[src/rtl/thread_pc_scheduler_pkg.sv]
// thread_pc_scheduler_pkg: shared sizing, types and helpers for the fetch scheduler.
//   NUM_THREADS  hardware threads owned by the scheduler
//   TID_W        thread id width, max(1, clog2(NUM_THREADS))
//   PC_W         PC width in bits (byte address)
//   PC_INC       sequential PC increment per issue
//   RESET_PC     PC of every thread after reset
package thread_pc_scheduler_pkg;
   localparam int NUM_THREADS = 4;
   localparam int TID_W       = (NUM_THREADS > 1) ? $clog2(NUM_THREADS) : 1;
   localparam int PC_W        = 9;
   localparam int PC_INC      = 4;
   localparam int RESET_PC    = 0;

   typedef logic [TID_W-1:0] tid_t;
   typedef logic [PC_W-1:0]  pc_t;

   // Next thread id in rotation, wrapping at NUM_THREADS (which need not be a power of two).
   function automatic tid_t next_tid(tid_t t);
      return (int'(t) == NUM_THREADS - 1) ? '0 : t + tid_t'(1);
   endfunction
endpackage

[src/rtl/thread_pc_scheduler_rr_pick.sv]
// rr_pick: rotating-priority picker.
//   req      request mask, bit i = requester i
//   start    index with highest priority; priority falls off upward with wrap
//   gnt_idx  first requesting index at or after start
//   gnt_vld  at least one request present
module rr_pick
   import thread_pc_scheduler_pkg::*;
#(
   parameter int N = NUM_THREADS,
   parameter int W = TID_W
) (
   input  logic [N-1:0] req,
   input  logic [W-1:0] start,
   output logic [W-1:0] gnt_idx,
   output logic         gnt_vld
);
   localparam int W1 = W + 1;

   logic [W:0]   sum;
   logic [W-1:0] idx;

   // Scan from the farthest offset back to the nearest so the nearest requester wins.
   always_comb begin
      gnt_idx = '0;
      gnt_vld = 1'b0;
      sum     = '0;
      idx     = '0;
      for (int i = N - 1; i >= 0; i--) begin
         sum = {1'b0, start} + W1'(i);
         idx = (sum >= W1'(N)) ? W'(sum - W1'(N)) : W'(sum);
         if (req[idx]) begin
            gnt_idx = idx;
            gnt_vld = 1'b1;
         end
      end
   end
endmodule

[src/rtl/thread_pc_scheduler.sv]
// thread_pc_scheduler: per-thread PC owner and IF-stage fetch selector.
//   clk, sys_rstb               clock, asynchronous active-low reset
//   thread_en                   per-thread run enable
//   stall                       freezes issue, slot pointer and sequential PC advance
//   ex_branch/ex_thread_id/ex_target    taken-branch redirect from EX
//   pc_load_en/pc_load_tid/pc_load_val  software PC preload
//   if_valid/if_thread_id/if_pc registered fetch slot presented to IMEM and IF/ID
//   issue_cnt                   saturating count of valid issues
//   FIXED_SLOT                  1 = barrel slot per cycle, 0 = round-robin over enabled threads
module thread_pc_scheduler
   import thread_pc_scheduler_pkg::*;
#(
   parameter bit FIXED_SLOT = 1'b1
) (
   input  logic                   clk,
   input  logic                   sys_rstb,
   input  logic [NUM_THREADS-1:0] thread_en,
   input  logic                   stall,
   input  logic                   ex_branch,
   input  tid_t                   ex_thread_id,
   input  pc_t                    ex_target,
   input  logic                   pc_load_en,
   input  tid_t                   pc_load_tid,
   input  pc_t                    pc_load_val,
   output logic                   if_valid,
   output tid_t                   if_thread_id,
   output pc_t                    if_pc,
   output logic [31:0]            issue_cnt
);
   pc_t  pc [NUM_THREADS];
   tid_t ptr;
   tid_t gnt_idx;
   logic gnt_vld;
   tid_t sel;
   logic sel_vld;
   logic issue;

   // In round-robin mode ptr is (last issued + 1); in barrel mode it is the current slot.
   rr_pick #(.N(NUM_THREADS), .W(TID_W)) u_pick (
      .req     (thread_en),
      .start   (ptr),
      .gnt_idx (gnt_idx),
      .gnt_vld (gnt_vld)
   );

   assign sel     = FIXED_SLOT ? ptr : gnt_idx;
   assign sel_vld = FIXED_SLOT ? thread_en[ptr] : gnt_vld;
   assign issue   = !stall && sel_vld;

   // Barrel mode always advances and emits a (possibly bubble) slot; round-robin with
   // nothing enabled emits a bubble and keeps pointer, thread id and PC.
   always_ff @(posedge clk or negedge sys_rstb) begin
      if (!sys_rstb) begin
         ptr          <= '0;
         if_valid     <= 1'b0;
         if_thread_id <= '0;
         if_pc        <= pc_t'(RESET_PC);
         issue_cnt    <= '0;
      end else if (!stall) begin
         if (FIXED_SLOT || gnt_vld) begin
            if_valid     <= sel_vld;
            if_thread_id <= sel;
            if_pc        <= pc[sel];
            ptr          <= next_tid(sel);
         end else begin
            if_valid <= 1'b0;
         end
         if (issue && issue_cnt != '1) issue_cnt <= issue_cnt + 32'd1;
      end
   end

   // Per-thread write port: preload beats branch beats sequential increment.
   // A branch landing on the issuing thread drops its increment.
   always_ff @(posedge clk or negedge sys_rstb) begin
      if (!sys_rstb) begin
         for (int t = 0; t < NUM_THREADS; t++) pc[t] <= pc_t'(RESET_PC);
      end else begin
         for (int t = 0; t < NUM_THREADS; t++) begin
            if (pc_load_en && pc_load_tid == tid_t'(t)) pc[t] <= pc_load_val;
            else if (ex_branch && ex_thread_id == tid_t'(t)) pc[t] <= ex_target;
            else if (issue && sel == tid_t'(t)) pc[t] <= pc[t] + pc_t'(PC_INC);
         end
      end
   end
endmodule

[config.mk]
export PLATFORM = sky130hd
export DESIGN_NAME = thread_pc_scheduler
export DESIGN_NICKNAME = d
export VERILOG_FILES = /design/src/rtl/thread_pc_scheduler_pkg.sv /design/src/rtl/thread_pc_scheduler_rr_pick.sv /design/src/rtl/thread_pc_scheduler.sv
export SDC_FILE = /design/constraint.sdc
export NUM_CORES = 1
export LEC_CHECK = 0
export ABC_AREA = 1
export CORE_MARGIN = 1
export CORE_UTILIZATION = 30
export CTS_CLUSTER_SIZE = 10
export DETAILED_ROUTE_END_ITERATION = 7
export MAX_ROUTING_LAYER = met4
export SYNTH_ARGS = -nofsm -noshare
export SYNTH_HDL_FRONTEND = slang
export SYNTH_SLANG_ARGS = --single-unit
[constraint.sdc]
create_clock -name clk -period 1.78 [get_ports clk]
set_input_delay 0.178 -clock clk [delete_from_list [all_inputs] [get_ports clk]]
set_output_delay 0.178 -clock clk [all_outputs]
set_load 0.1 [all_outputs]
Word level (Yosys, flattened, before mapping)
Cells that the tools add are included.
Widths: inputs -> output; s select.
{ "word_totals": {"reg_bits": 82, "input_bits": 31, "output_inout_bits": 44, "word_cells": 71} }
{ "classes": {"addsub": 6, "magnitude_cmp": 2, "n_eq_ne": 11, "mux": 18, "bitwise_logic": 2, "n_reduce_logical": 23} }
{ "ops": {"columns": ["op", "n"], "rows": [
  ["$mux 9", 14],
  ["$add 9x3->9 const B", 4],
  ["$add 32x1->32 const B", 1],
  ["$ne 32x32->1 const B", 1],
  ["$bmux 9 s2", 1],
  ["$logic_and 1x1->1", 14],
  ["$eq 2x2->1 const B", 6],
  ["$reduce_bool 3->1", 4],
  ["$eq 2x1->1 const B", 4],
  ["$logic_not 2->1", 3],
  ["$ge 3x3->1 const B", 1],
  ["$lt 2x3->1 const B", 1],
  ["$not 2->3", 1],
  ["$add 2x1->2 const B", 1],
  ["$bmux 1 s2", 1],
  ["$mux 2", 1],
  ["$reduce_and 2->1", 1],
  ["$logic_not 1->1", 1],
  ["$mux 1", 1],
  ["$not 1->1", 1]
]} }

Longest topological paths before layout
{ "logic_depth": {"depth_word": 7, "ltp_mapped": 12} }

Least setup slack after synthesis
OpenSTA, ideal clock, no wires.
{ "synth_timing": {"kind": "register to register", "start": "register issue_cnt[0]", "end": "register issue_cnt[0]", "setup_time_ns": 0.119, "arrival_time_ns": 2.375, "t_required_ns": 1.661, "slack_ns": -0.715, "stages_incl_launch_ff": 13, "n_path_buf": 2, "period_less_slack_ns": 2.495, "path_cell_list": "dfrtp_1 > ha_1 > nand3_2 > inv_2 > nand2_4 > nor2_4 > nand2_2 > nand2_4 > inv_2 > buf_6 > buf_12 > nand2_4 > nand2_2"} }
{ "synth_via": {"elab_chain_cells": 3, "elab_cells_between_ends": 4, "classes_between": "add/sub (1); eq/ne (1); reduce/logical (2)"} }
{ "synth_rtl": {"columns": ["item", "line", "source"], "rows": [
  ["from (decl)", "thread_pc_scheduler.sv:28", "output logic [31:0] issue_cnt"],
  ["from (signal assigned)", "thread_pc_scheduler.sv:68", "if (issue && issue_cnt != '1) issue_cnt <= issue_cnt + 32'd1;"],
  ["branches (longest 3 deep; another with $add 32x1->32)", null, null]
]} }
Several ways; the timed one is not identified.
A chain may end at the register's enable or synchronous reset.

Final worst setup path
{ "layout_timing": {"start": "register issue_cnt[10]", "end": "register issue_cnt[17]"} }
The elaborated chain is that of the path after synthesis.

==> results.sh <==
export IMPL_outcome="complete, but fails checks"
export IMPL_violations="DRC"
export IMPL_cpLargestDelayFamily="simple AND/OR/NAND/NOR gates"
export IMPL_ios=75
export IMPL_wire_per_inst_um=14.79
export IMPL_vdd_drop_max_mv=0.7433
export IMPL_clk_latency_ns=0.35
export IMPL_crit_fanout=11
export IMPL_async_flop_share_pct=100.0
export IMPL_cp_start_kind="flip-flop"
export IMPL_grt_total_usage_pct=19.72
export IMPL_grt_overflow=0
export IMPL_ys_flop_type="dfrtp_1"
export IMPL_fin_cells=1199
export IMPL_grt_pass1_wl_um=28820
export IMPL_nets=1005
export IMPL_tightest_slew_ns=0.4500
export IMPL_grt_max_degree=35
export IMPL_clock_sinks=82
export IMPL_yosysWarnings=0
export IMPL_start_util_pct=30.87
export IMPL_drive_gt1_share_pct=18.56
export IMPL_endpoint_kind="flip-flop"
export IMPL_ant_nets=0
export IMPL_synth_compound_area_share_pct=9.603
export IMPL_synth_common_cells="nand2_1 (324), nor2_1 (91), dfrtp_1 (82), nand3_1 (82), inv_1 (80)"
export IMPL_hp_class="in2async"
export IMPL_synth_top_family_by_area="simple AND/OR/NAND/NOR gates"
export IMPL_rrSetupSlack_ns=0.12
export IMPL_yosys_register_bits=82
export IMPL_slowest_stage="dfrtp_4"
export IMPL_die_area_um2=19230
export IMPL_syn_inst=857
export IMPL_clock_skew_ns=0.007397
export IMPL_num_vias=5814
export IMPL_critPathMostFrequentCell="nand2_1"
export IMPL_hpwlAfterDp_um=13810
export IMPL_cp_cell_sequence="nand2_1, nor2_2, nand2_1, nor2_4, nand2_2, nand2_4, inv_2, buf_12, nand2_1, nand2_1"
export IMPL_synth_simple_gate_area_share_pct=41.80
export IMPL_min_period_over_period_pct=93.14
export IMPL_grt_pass1_vias=5570
export IMPL_crit_path_start="issue_cnt[10]"
export IMPL_synth_edf_count=0
export IMPL_relSlewSlack_pct=69.97
export IMPL_synth_cell_types=31
export IMPL_drt_pass1_iterations=7
export IMPL_synthMuxAreaShare_pct=0
export IMPL_final_core_util_pct=40.64
export IMPL_p_leak_uw=0.003516
export IMPL_drc=18
export IMPL_core_area_um2=18150
export IMPL_cts_buffers=9
export IMPL_worst_path_stages=10
export IMPL_setup_violations_final=0
export IMPL_cp_num_buf_inv=2
export IMPL_drt_iter0_markers=384
export IMPL_fill_cells=1919
export IMPL_slowest_delay_ns=0.46
export IMPL_yosysSeqAreaShare_pct=36.62
export IMPL_avgSynthCellArea_um2=6.538
export IMPL_vias_per_cell=4.849
export IMPL_die_x_um=138.7
export IMPL_cp_required_ns=2.01
export IMPL_port_buffers=74
export IMPL_antenna_found_initial=0
export IMPL_htreeDepth=3
export IMPL_reg2reg_depth=10
export IMPL_r2r_start="issue_cnt[10]"
export IMPL_n_antenna_cell=0
export IMPL_hold_viol_final=0
export IMPL_r2r_end="issue_cnt[17]"
export IMPL_dp_cells=1181
export IMPL_synth_area_leaders="dfrtp_1 (37%), nand2_1 (22%), nand3_1 (7.3%)"
export IMPL_synth_xor_area_share_pct=1.876
export IMPL_area_growth_pct=31.64
export IMPL_clock_root_buffer="clkbuf_16"
export IMPL_clk_pin_slew_ns=0.06
export IMPL_yosysMostFrequentCell="nand2_1"
export IMPL_synth_nets=897
export IMPL_synth_top_area_share_pct=36.62
export IMPL_synth_top_area_cell="dfrtp_1"
export IMPL_wirelength_um=17740
export IMPL_synthAdderAreaFrac_pct=2.010
export IMPL_maxCapViolCount=0
export IMPL_cellPowerDensity_nw_per_um2=1342
export IMPL_period_needed_ns=1.658
export IMPL_slew_violations=0
export IMPL_arrival_ns=1.89
export IMPL_critPathKind="reg2reg"
export IMPL_clk_path_buf_depth=2
export IMPL_fin_hold_ws_ns=0.2975
export IMPL_place_gp_congestion=0.8983
export IMPL_cts_tree="built"
export IMPL_max_freq_mhz=603.2
export IMPL_num_rows=49
export IMPL_die_height_um=138.7
export IMPL_syn_area_um2=5603
export IMPL_cp_endpoint="issue_cnt[17]"
[cell usage in the layout, fill, tap and decap left out, types with 3 or more instances in the layout]
master / count
a21oi_1: 8
a31oi_1: 10
buf_12: 17
buf_4: 74
clkbuf_16: 9
clkbuf_8: 3
clkdlybuf4s50_1: 29
dfrtp_1: 49
dfrtp_2: 20
dfrtp_4: 13
ha_1: 8
inv_1: 79
inv_2: 3
nand2_1: 324
nand2_2: 12
nand2_4: 12
nand3_1: 82
nand4_1: 7
nor2_1: 88
nor2_2: 6
nor3_1: 8
o211ai_1: 3
o21ai_0: 61
o21bai_1: 3
o221ai_1: 4
o22ai_1: 8
or2_2: 4
xnor2_1: 6
xor2_1: 6
[logic make-up after synthesis]
kind of cell	after synthesis
fa+ha+maj	9
flops	82
xor+xnor	12
simple gates	547
buf+inv	110
compound gates	97
[what timing repair did]
action,4_1_cts,5_1_grt
buffers inserted,0,1
hold endpoints to repair,24,0
hold buffers,1,0
resized for setup,0,6
setup endpoints to repair,0,43
[worst register-to-register path: cells and delay by family, from the launching register on]
kind | cells | cell delay (ns)
simple gates | 8 | 0.88
buf+inv | 2 | 0.21
flops | 1 | 0.46
[registers in the layout (all words and copies together), names as in the netlist]
name	flops
pc	36
issue_cnt	32
if_pc	9
if_thread_id	2
ptr	2
if_valid	1
[metrics by stage]
stage | setup TNS, ns | instance area (um2) | setup slack [ns] | power [uW]
3_5_place_dp | -1.275 | 7037 | -0.05433 | 7903
6_report | 0 | 7376 | 0.1221 | 9898
3_3_place_gp | -2.829 | 7037 | -0.07977 | 7882
4_1_cts | 0 | 7356 | 0.03954 | 9921
2_1_floorplan | -1.067 | 5698 | -0.1101 | 6267
5_1_grt | -0.002489 | 7376 | -0.001437 | 10530
[final cells by class]
cell class	instances	area, um2	area share [%]
timing repair buffer	122	1207	16.37
clock inverter	2	35.03	0.4750
sequential	82	2126	28.82
inverter	85	321.6	4.360
clock buffer	14	274.0	3.715
multi-input combinational	665	3126	42.37
tap	229	286.5	3.885
[metal layers]
metal  vias up  part of all wire (%)  track usage, %
met5         -                     0               -
met2       151                    49           33.34
li1       2945                     -               -
met1      2687                    44           23.74
met4         0                   2.1           5.731
met3        31                   4.6           3.971
[where the power goes]
part | internal (uW) | switching, uW
Combinational | 1590 | 3160
Clock | 1200 | 780
Sequential | 2420 | 742
Total | 5210 | 4680
[worst min-delay path by stage]
stage,endpoint,slack (ns),startpoint,depth (start not counted)
6_report,issue_cnt[6],0.30,sys_rstb,2
5_1_grt,issue_cnt[13],0.32,sys_rstb,2
4_1_cts,issue_cnt[16],0.30,sys_rstb,2
3_5_place_dp,issue_cnt[5],0.13,sys_rstb,1
3_3_place_gp,issue_cnt[5],0.13,sys_rstb,1
2_1_floorplan,if_pc[0],-0.12,sys_rstb,0
Note: power is estimated with default switching activity, not from simulation.
